**config.mk**
```make
export PLATFORM = sky130hd
export DESIGN_NAME = rgb2yuv_frame_arbiter_flat
export DESIGN_NICKNAME = d
export VERILOG_FILES = /design/src/rtl/rgb2yuv_frame_arbiter_if.sv /design/src/rtl/rgb2yuv_frame_arbiter.sv /design/src/flat_wrapper.sv
export SDC_FILE = /design/constraint.sdc
export NUM_CORES = 1
export LEC_CHECK = 0
export ABC_AREA = 1
export ABC_CLOCK_PERIOD_IN_PS = 12800
export CORE_ASPECT_RATIO = 1.5
export CORE_MARGIN = 5
export CORE_UTILIZATION = 50
export DETAILED_ROUTE_END_ITERATION = 8
export PLACE_DENSITY = 0.91
export SLEW_MARGIN = 20
export SYNTH_ARGS = -nofsm -noshare
export SYNTH_HDL_FRONTEND = slang
export SYNTH_SLANG_ARGS = --single-unit
```
**constraint.sdc**
```tcl
create_clock -name clk -period 12.8 [get_ports clk]
set_input_delay 2.56 -clock clk [delete_from_list [all_inputs] [get_ports clk]]
set_output_delay 2.56 -clock clk [all_outputs]
set_load 0.05 [all_outputs]
```
**src/rtl/rgb2yuv_frame_arbiter_if.sv**
```systemverilog
// ---------------------------------------------------------------------------
// rgb2yuv_frame_arbiter_if
//   One RGB pixel stream with a valid/ready beat handshake and frame markers.
//   master : stream source (drives beat fields, samples rdy)
//   slave  : stream sink   (samples beat fields, drives rdy)
//   Signals: dv (beat valid), rdy (beat accepted this cycle), sof/eof (first /
//   last pixel of frame), dtype (data type), r/g/b (pixel), meta (side data).
// ---------------------------------------------------------------------------
`ifndef DTYPE_WIDTH
`define DTYPE_WIDTH 8
`endif

interface rgb2yuv_frame_arbiter_if #(
  parameter int PIXEL_WIDTH = 8
);
  logic                    dv;
  logic                    rdy;
  logic                    sof;
  logic                    eof;
  logic [`DTYPE_WIDTH-1:0] dtype;
  logic [PIXEL_WIDTH-1:0]  r;
  logic [PIXEL_WIDTH-1:0]  g;
  logic [PIXEL_WIDTH-1:0]  b;
  logic [15:0]             meta;

  modport master (output dv, sof, eof, dtype, r, g, b, meta, input  rdy);
  modport slave  (input  dv, sof, eof, dtype, r, g, b, meta, output rdy);
endinterface

```
**src/rtl/rgb2yuv_frame_arbiter.sv**
```systemverilog
// ---------------------------------------------------------------------------
// rgb2yuv_frame_arbiter
//   Shares one rgb2yuv converter between two RGB pixel streams. Ownership is
//   granted per frame with round-robin between the streams, so converter
//   output frames never interleave. The CSC enable of the owner is frozen at
//   grant, and a frame whose owner stays idle for IDLE_TIMEOUT cycles is
//   aborted.
// Ports
//   clk, reset         clock, asynchronous active-high reset
//   csc_en[1:0]        bit k = converter enable for frames of stream k
//   s0, s1             pixel streams (slave side; rdy is combinational)
//   conv_*             registered beat towards rgb2yuv (1 cycle latency)
//   conv_enable        enable latched at frame grant
//   conv_owner         stream id aligned with conv_* beat
//   yuv_owner          conv_owner delayed one cycle (aligned with rgb2yuv out)
//   frame_abort        one-cycle pulse in the cycle a frame times out
//   frame_cnt0/1       completed frames per stream, 16-bit wrapping
// ---------------------------------------------------------------------------
`ifndef DTYPE_WIDTH
`define DTYPE_WIDTH 8
`endif

module rgb2yuv_frame_arbiter #(
  parameter int PIXEL_WIDTH  = 8,
  parameter int IDLE_TIMEOUT = 1024
) (
  input  logic                     clk,
  input  logic                     reset,
  input  logic [1:0]               csc_en,
  rgb2yuv_frame_arbiter_if.slave   s0,
  rgb2yuv_frame_arbiter_if.slave   s1,
  output logic                     conv_dv,
  output logic [`DTYPE_WIDTH-1:0]  conv_dtype,
  output logic [PIXEL_WIDTH-1:0]   conv_r,
  output logic [PIXEL_WIDTH-1:0]   conv_g,
  output logic [PIXEL_WIDTH-1:0]   conv_b,
  output logic [15:0]              conv_meta,
  output logic                     conv_enable,
  output logic                     conv_owner,
  output logic                     yuv_owner,
  output logic                     frame_abort,
  output logic [15:0]              frame_cnt0,
  output logic [15:0]              frame_cnt1
);

  localparam int CNT_W = (IDLE_TIMEOUT > 2) ? $clog2(IDLE_TIMEOUT) : 1;
  localparam logic [CNT_W-1:0] CNT_LAST = CNT_W'(IDLE_TIMEOUT - 1);

  typedef enum logic [1:0] {
    ST_IDLE = 2'd0,
    ST_OWN0 = 2'd1,
    ST_OWN1 = 2'd2
  } state_e;

  state_e                  state_q, state_d;
  logic                    last_owner_q, last_owner_d;
  logic                    enable_q, enable_d;
  logic [CNT_W-1:0]        cnt_q, cnt_d;

  logic                    conv_dv_q;
  logic [`DTYPE_WIDTH-1:0] conv_dtype_q;
  logic [PIXEL_WIDTH-1:0]  conv_r_q, conv_g_q, conv_b_q;
  logic [15:0]             conv_meta_q;
  logic                    conv_owner_q;
  logic                    yuv_owner_q;
  logic [15:0]             frame_cnt0_q, frame_cnt1_q;

  // Combinational decisions for the current cycle.
  logic                    rdy0, rdy1;
  logic                    fwd;        // accepted beat goes to the converter
  logic                    sel;        // stream whose beat is forwarded / owner
  logic                    abort;
  logic [1:0]              frame_done; // bit k: eof of stream k accepted
  logic                    req0, req1;
  logic                    own_dv, own_eof, win_eof;

  // NOTE: every signal written here gets a default first, so no path can
  // leave a value unassigned and infer a latch.
  always_comb begin
    state_d      = state_q;
    last_owner_d = last_owner_q;
    enable_d     = enable_q;
    cnt_d        = cnt_q;
    rdy0         = 1'b0;
    rdy1         = 1'b0;
    fwd          = 1'b0;
    sel          = 1'b0;
    abort        = 1'b0;
    frame_done   = 2'b00;
    req0         = s0.dv && s0.sof;
    req1         = s1.dv && s1.sof;
    own_dv       = 1'b0;
    own_eof      = 1'b0;
    win_eof      = 1'b0;

    // While reset is held nothing is accepted, so rdy stays low too.
    if (!reset) begin
      unique case (state_q)
        ST_IDLE: begin
          // Beats outside a frame are swallowed so a stream resyncs at sof.
          if (s0.dv && !s0.sof) rdy0 = 1'b1;
          if (s1.dv && !s1.sof) rdy1 = 1'b1;
          if (req0 || req1) begin
            // Contention goes to the stream that did not own the last frame.
            sel      = (req0 && req1) ? ~last_owner_q : req1;
            fwd      = 1'b1;
            enable_d = csc_en[sel];
            win_eof  = sel ? s1.eof : s0.eof;
            if (sel) rdy1 = 1'b1;
            else     rdy0 = 1'b1;
            if (win_eof) begin
              // Single-beat frame: ownership never leaves IDLE.
              last_owner_d    = sel;
              frame_done[sel] = 1'b1;
            end else begin
              state_d = sel ? ST_OWN1 : ST_OWN0;
            end
          end
        end
        ST_OWN0, ST_OWN1: begin
          sel     = (state_q == ST_OWN1);
          own_dv  = sel ? s1.dv  : s0.dv;
          own_eof = sel ? s1.eof : s0.eof;
          if (sel) rdy1 = 1'b1;
          else     rdy0 = 1'b1;
          if (own_dv) begin
            fwd   = 1'b1;
            cnt_d = '0;
            if (own_eof) begin
              state_d         = ST_IDLE;
              last_owner_d    = sel;
              frame_done[sel] = 1'b1;
            end
          end else if (cnt_q == CNT_LAST) begin
            // Owner stalled too long: drop the frame and rotate priority.
            state_d      = ST_IDLE;
            last_owner_d = sel;
            abort        = 1'b1;
            cnt_d        = '0;
          end else begin
            cnt_d = cnt_q + 1'b1;
          end
        end
        default: state_d = ST_IDLE;
      endcase
    end
  end

  // NOTE: sequential state uses non-blocking assignments so every register
  // samples the pre-edge values regardless of statement order.
  always_ff @(posedge clk or posedge reset) begin
    if (reset) begin
      state_q      <= ST_IDLE;
      last_owner_q <= 1'b1;
      enable_q     <= 1'b0;
      cnt_q        <= '0;
      conv_dv_q    <= 1'b0;
      conv_dtype_q <= '0;
      conv_r_q     <= '0;
      conv_g_q     <= '0;
      conv_b_q     <= '0;
      conv_meta_q  <= '0;
      conv_owner_q <= 1'b0;
      yuv_owner_q  <= 1'b0;
      frame_cnt0_q <= '0;
      frame_cnt1_q <= '0;
    end else begin
      state_q      <= state_d;
      last_owner_q <= last_owner_d;
      enable_q     <= enable_d;
      cnt_q        <= cnt_d;
      conv_dv_q    <= fwd;
      yuv_owner_q  <= conv_owner_q;
      if (fwd) begin
        conv_owner_q <= sel;
        conv_dtype_q <= sel ? s1.dtype : s0.dtype;
        conv_r_q     <= sel ? s1.r     : s0.r;
        conv_g_q     <= sel ? s1.g     : s0.g;
        conv_b_q     <= sel ? s1.b     : s0.b;
        conv_meta_q  <= sel ? s1.meta  : s0.meta;
      end
      if (frame_done[0]) frame_cnt0_q <= frame_cnt0_q + 16'd1;
      if (frame_done[1]) frame_cnt1_q <= frame_cnt1_q + 16'd1;
    end
  end

  assign s0.rdy      = rdy0;
  assign s1.rdy      = rdy1;
  assign conv_dv     = conv_dv_q;
  assign conv_dtype  = conv_dtype_q;
  assign conv_r      = conv_r_q;
  assign conv_g      = conv_g_q;
  assign conv_b      = conv_b_q;
  assign conv_meta   = conv_meta_q;
  assign conv_enable = enable_q;
  assign conv_owner  = conv_owner_q;
  assign yuv_owner   = yuv_owner_q;
  assign frame_abort = abort;
  assign frame_cnt0  = frame_cnt0_q;
  assign frame_cnt1  = frame_cnt1_q;

endmodule

```
**src/flat_wrapper.sv**
```systemverilog
// flat-port wrapper written by rule: the top's interface ports become plain ports
module rgb2yuv_frame_arbiter_flat 
#(
  parameter int PIXEL_WIDTH  = 8,
  parameter int IDLE_TIMEOUT = 1024
)
  (clk, reset, csc_en, conv_dv, conv_dtype, conv_r, conv_g, conv_b, conv_meta, conv_enable, conv_owner, yuv_owner, frame_abort, frame_cnt0, frame_cnt1, s0_dv, s0_sof, s0_eof, s0_dtype, s0_r, s0_g, s0_b, s0_meta, s0_rdy, s1_dv, s1_sof, s1_eof, s1_dtype, s1_r, s1_g, s1_b, s1_meta, s1_rdy);
  rgb2yuv_frame_arbiter_if #(.PIXEL_WIDTH(PIXEL_WIDTH)) s0_i ();
  rgb2yuv_frame_arbiter_if #(.PIXEL_WIDTH(PIXEL_WIDTH)) s1_i ();
  input  logic clk;
  input  logic reset;
  input  logic [1:0] csc_en;
  output logic conv_dv;
  output logic [`DTYPE_WIDTH-1:0] conv_dtype;
  output logic [PIXEL_WIDTH-1:0] conv_r;
  output logic [PIXEL_WIDTH-1:0] conv_g;
  output logic [PIXEL_WIDTH-1:0] conv_b;
  output logic [15:0] conv_meta;
  output logic conv_enable;
  output logic conv_owner;
  output logic yuv_owner;
  output logic frame_abort;
  output logic [15:0] frame_cnt0;
  output logic [15:0] frame_cnt1;
  input wire logic [$bits(s0_i.dv)-1:0] s0_dv;
  input wire logic [$bits(s0_i.sof)-1:0] s0_sof;
  input wire logic [$bits(s0_i.eof)-1:0] s0_eof;
  input wire logic [$bits(s0_i.dtype)-1:0] s0_dtype;
  input wire logic [$bits(s0_i.r)-1:0] s0_r;
  input wire logic [$bits(s0_i.g)-1:0] s0_g;
  input wire logic [$bits(s0_i.b)-1:0] s0_b;
  input wire logic [$bits(s0_i.meta)-1:0] s0_meta;
  output wire logic [$bits(s0_i.rdy)-1:0] s0_rdy;
  input wire logic [$bits(s1_i.dv)-1:0] s1_dv;
  input wire logic [$bits(s1_i.sof)-1:0] s1_sof;
  input wire logic [$bits(s1_i.eof)-1:0] s1_eof;
  input wire logic [$bits(s1_i.dtype)-1:0] s1_dtype;
  input wire logic [$bits(s1_i.r)-1:0] s1_r;
  input wire logic [$bits(s1_i.g)-1:0] s1_g;
  input wire logic [$bits(s1_i.b)-1:0] s1_b;
  input wire logic [$bits(s1_i.meta)-1:0] s1_meta;
  output wire logic [$bits(s1_i.rdy)-1:0] s1_rdy;
  assign s0_i.dv = s0_dv;
  assign s0_i.sof = s0_sof;
  assign s0_i.eof = s0_eof;
  assign s0_i.dtype = s0_dtype;
  assign s0_i.r = s0_r;
  assign s0_i.g = s0_g;
  assign s0_i.b = s0_b;
  assign s0_i.meta = s0_meta;
  assign s0_rdy = s0_i.rdy;
  assign s1_i.dv = s1_dv;
  assign s1_i.sof = s1_sof;
  assign s1_i.eof = s1_eof;
  assign s1_i.dtype = s1_dtype;
  assign s1_i.r = s1_r;
  assign s1_i.g = s1_g;
  assign s1_i.b = s1_b;
  assign s1_i.meta = s1_meta;
  assign s1_rdy = s1_i.rdy;
  rgb2yuv_frame_arbiter #(.PIXEL_WIDTH(PIXEL_WIDTH), .IDLE_TIMEOUT(IDLE_TIMEOUT)) u_core (.clk(clk), .reset(reset), .csc_en(csc_en), .s0(s0_i), .s1(s1_i), .conv_dv(conv_dv), .conv_dtype(conv_dtype), .conv_r(conv_r), .conv_g(conv_g), .conv_b(conv_b), .conv_meta(conv_meta), .conv_enable(conv_enable), .conv_owner(conv_owner), .yuv_owner(yuv_owner), .frame_abort(frame_abort), .frame_cnt0(frame_cnt0), .frame_cnt1(frame_cnt1));
endmodule
```
# --- Word level (Yosys, flattened, before mapping) ---
# Cells that the tools add are included.
totals:
  regBits: 97
  rom_bits: 0
  ram_bits: 0
  latchBits: 0
  wordCells: 107
  input_bits: 106
  mem_count: 0
classes:
  muxes: 59
  reduce_logical: 17
  n_eq_ne: 8
  bitwise_logic: 2
  n_div: 0
  n_shift: 0
  magnitude_cmp: 4
  n_mul: 0
  add_sub_neg: 3
op_table:
  columns: ["cell", "n"]
  rows:
  - ["adder 16 x 1 -> 16 bit, second input constant", 2]
  - ["two-way mux 1 bit", 32]
  - ["two-way mux 8 bit", 4]
  - ["two-way mux 2 bit", 11]
  - ["two-way mux 10 bit", 2]
  - ["two-way mux 16 bit", 1]
  - ["adder 10 x 1 -> 10 bit, second input constant", 1]
  - ["== test 10 bit, second input constant", 1]
  - ["case mux 1 bit (2 select lines)", 5]
  - ["case mux 2 bit (2 select lines)", 2]
  - ["logical AND 1 bit", 7]
  - ["AND reduction 6 bit", 1]
  - ["AND reduction 5 bit", 1]
  - ["less-than comparator 1 x 2 -> 1 bit, second input constant", 2]
  - ["!= test 2 x 1 -> 1 bit, second input constant", 2]
  - ["!= test 3 x 1 -> 1 bit, second input constant", 1]
  - ["!= test 3 bit, second input constant", 1]
  - ["AND reduction 3 bit", 1]
  - ["demux 1 bit (select 1 bit)", 2]
  - ["== test 2 x 1 -> 1 bit, second input constant", 1]
  - ["== test 2 bit, second input constant", 1]
  - [">= comparator 1 bit, second input constant", 2]
  - ["logical NOT 1 bit", 2]
  - ["logical NOT 2 bit", 1]
  - ["other kinds (6)", 7]

# --- Depth between registers and ports, before layout ---
logic_depth:
  word_depth: 11
  depth_mapped: 12
  mapped_depth_nobuf: 11

# --- Least setup slack after synthesis ---
# Ideal clock, no wire load.
synth_timing:
  path_kind: "input port to output port"
  start: "input reset"
  end: "output s0_rdy"
  t_arrival_ns: 5.778
  path_buffers: 0
  path_stages: 3
  slack_ns: 4.462
  required_time_ns: 10.240
  cell_sequence: "inv_1 -> nand2_1 -> a21oi_1"
synth_via:
  elab_chain_cells: 1
synth_lines:
  columns: ["item", "line", "source"]
  rows:
  - ["start: declaration", "flat_wrapper.sv:11", "input logic reset;"]
  - ["two-way mux 1 bit", "rgb2yuv_frame_arbiter.sv:97", "if (!reset) begin"]
  - ["end: declaration", "flat_wrapper.sv:33", "output wire logic [$bits(s0_i.rdy)-1:0] s0_rdy;"]
# Every way passes these cells.

# --- Worst setup path after layout ---
# Ends and elaborated chain as after synthesis.

==> qor.csv <==
metric,value,unit
Die ar.,0.0136,sq mm
Tcrit/Tclk final,0.570,
DRT Pass-1 Iters,5,
CP bufs+invs,3,
Rel. slew slack,0.334,
final setup fails,0,
# diodes,0,
Die H,140,um
P_leak,3.75,nW
cell family with most CP delay,buffers and inverters,
minimum clock period,7.29,ns
syn_nets,890,
postcts setup bufs,0,
hold path startpoint,u_core.conv_owner,
largest net degree at the start of global routing,58,
status,finished clean,
Row Count,47,
post-synthesis sequential area ratio,0.428,
R2R Setup Slk,9.61,ns
worst hold slack,0.417,ns
worst path cell trace,"clkdlybuf4s50_1, inv_4, nand2_1, a21oi_1, clkdlybuf4s50_1",
first-pass GRT wire length,26100,um
max-slew violation count,0,
"Clk Latency, worst-skew pair",0.34,ns
post-DP HPWL,11800,um
Worst-path clk slew,0.07,ns
vias in the first global route,5410,
DRC,0,
Yosys reg bits,97,
"commonest cells after routing, fill and taps aside","292 x nand2_1, 192 x clkdlybuf4s50_1, 96 x dfrtp_1",
"most common cell after layout, fill and taps aside",nand2_1,
GRT Util Overall,0.235,
Area Growth Syn to Fin,38.9,%
max frequency,137,MHz
Ports,193,
"Max stage delay cell, worst path",clkdlybuf4s50_1,
DRT antenna net count,0,
via-per-instance ratio,5.09,
Routed Wire Length,16000,um
Setup CP Type,in -> out,
post-route cell area,0.00788,sq mm
initial antenna violation count,0,
layout cells sized above 1,0.0345,
synth unique cells,29,
data required time of the critical path,10.24,ns
Worst-Margin Slew,0.995,ns
r2r endpoint,u_core.conv_b[7],
Routed WL per cell,14.5,um
maxcap violations,0,
clk root buf,clkbuf_16,
Setup TNS,0,ns
worst hold endpoint,u_core.yuv_owner,
# hold bufs at CTS,0,
DP Worst Slack,5.46,ns
worst vdd ir,161,uV
CP max stage delay,0.84,ns
Setup Skew,0.0122,ns
drt first-iter violations,221,
nets,1064,
critical path depth in cells,5,
input/output buffers,192,
element type at the critical path start,primary input,
Mean Syn Cell Area,7.29,sq um
post-CTS sizing,0,
Starting Density,0.513,
clock sinks,97,
via count,5616,
worst r2r src,u_core.state_q[1],
total CTS buffers,9,
Yosys Warn Count,0,
Post-Syn Area,0.00568,sq mm
Most common cell on crit path,clkdlybuf4s50_1,
FF-to-FF path depth,8,
Mapped Cells,778,
CP Data Arrival Time,4.73,ns
CTS tree,built,
gpl congestion,0.897,
chip width,97.0,um
CTS H-Tree Depth,3,
critical path endpoint category,output pin,
grt ovf,0,
Hold Fails Final Rpt,0,
worst hold path type,reg -> reg,
RSZ-0062 raised after global routing,no,
CP Max Fanout,45,
Final WS setup,5.51,ns
pwr dens,223,mW/mm^2
Core Area,0.0111,sq mm
DP Area,0.00761,sq mm
hold depth,0,
Max Root-Sink Buffers,2,
-- cell type report --
class / count / area, sq um
flip-flops and latches: 97 / 2430
well taps: 147 / 184
repair buffers: 195 / 1940
clock buffers: 10 / 239
multi-input cells: 556 / 2700
clock inverters: 5 / 31.3
inverters: 93 / 352
fillers: 884 / 3170
-- Yosys cell counts, drive strengths merged --
library cell	instances	area (sq um)
a21oi	5	40.0
buf	30	189
clkbuf	2	7.51
dfrtp	96	2400
dfstp	1	26.3
ha	6	75.1
inv	93	349
nand2	298	1130
nand3	77	385
nand3b	49	368
nand4	8	50.1
nor2	40	158
nor3	7	35.0
nor4	1	6.26
o21ai	29	149
o22ai	4	25.0
o31ai	1	7.51
xnor2	16	140
xor2	15	131
-- how the worst max path moves through the flow --
stage                     slack [ns]   from     end
final                           5.51  reset  s0_rdy
after global routing            5.24  reset  s0_rdy
after CTS                       5.45  reset  s0_rdy
after detailed placement        5.46  reset  s0_rdy
after global placement          5.51  reset  s1_rdy
after floorplan                 4.46  reset  s0_rdy
-- where the power goes --
group / switching, mW / internal, mW / leakage [nW]
Combinational: 0.678 / 0.317 / 2.38
Sequential: 0.0907 / 0.423 / 1.24
Clock: 0.114 / 0.136 / 0.135
Total: 0.883 / 0.876 / 3.75
-- metrics by stage --
| stage | cells | utilization | total power [mW] |
|---|---|---|---|
| after floorplan | 778 | - | 1.19 |
| after global placement | 1088 | 0.689 | 1.50 |
| after detailed placement | 1088 | 0.689 | 1.52 |
| after CTS | 1103 | 0.713 | 1.77 |
| after global routing | 1103 | 0.713 | 1.87 |
| final | 1103 | 0.713 | 1.76 |
-- cell families after synthesis --
logic type | count (synthesis) | synth area share
and+or+nand+nor | 480 | 0.376
AOI/OAI and AO/OA | 39 | 0.0390
DFF | 97 | 0.428
buffers and inverters | 125 | 0.0961
xor gates and xnor gates | 31 | 0.0478
adders and majority gates | 6 | 0.0132
-- sequential cells by signal, summed over array words and instances (netlist names) --
register             cells
u_core.conv_meta        16
u_core.frame_cnt0       16
u_core.frame_cnt1       16
u_core.cnt_q            10
u_core.conv_b            8
u_core.conv_dtype        8
u_core.conv_g            8
u_core.conv_r            8
u_core.state_q           2
u_core.conv_dv           1
u_core.conv_enable       1
u_core.conv_owner        1
u_core.last_owner_q      1
u_core.yuv_owner         1
-- layer usage --
| layer | share of wire | wire length, um | track usage | vias up |
|---|---|---|---|---|
| li1 | - | - | - | 2780 |
| met1 | 0.38 | 6100 | 0.268 | 2598 |
| met2 | 0.51 | 8090 | 0.410 | 199 |
| met3 | 0.070 | 1130 | 0.0662 | 39 |
| met4 | 0.042 | 671 | 0.102 | 0 |
| met5 | 0 | 0 | 0 | - |
(Power assumes the default switching activity.)
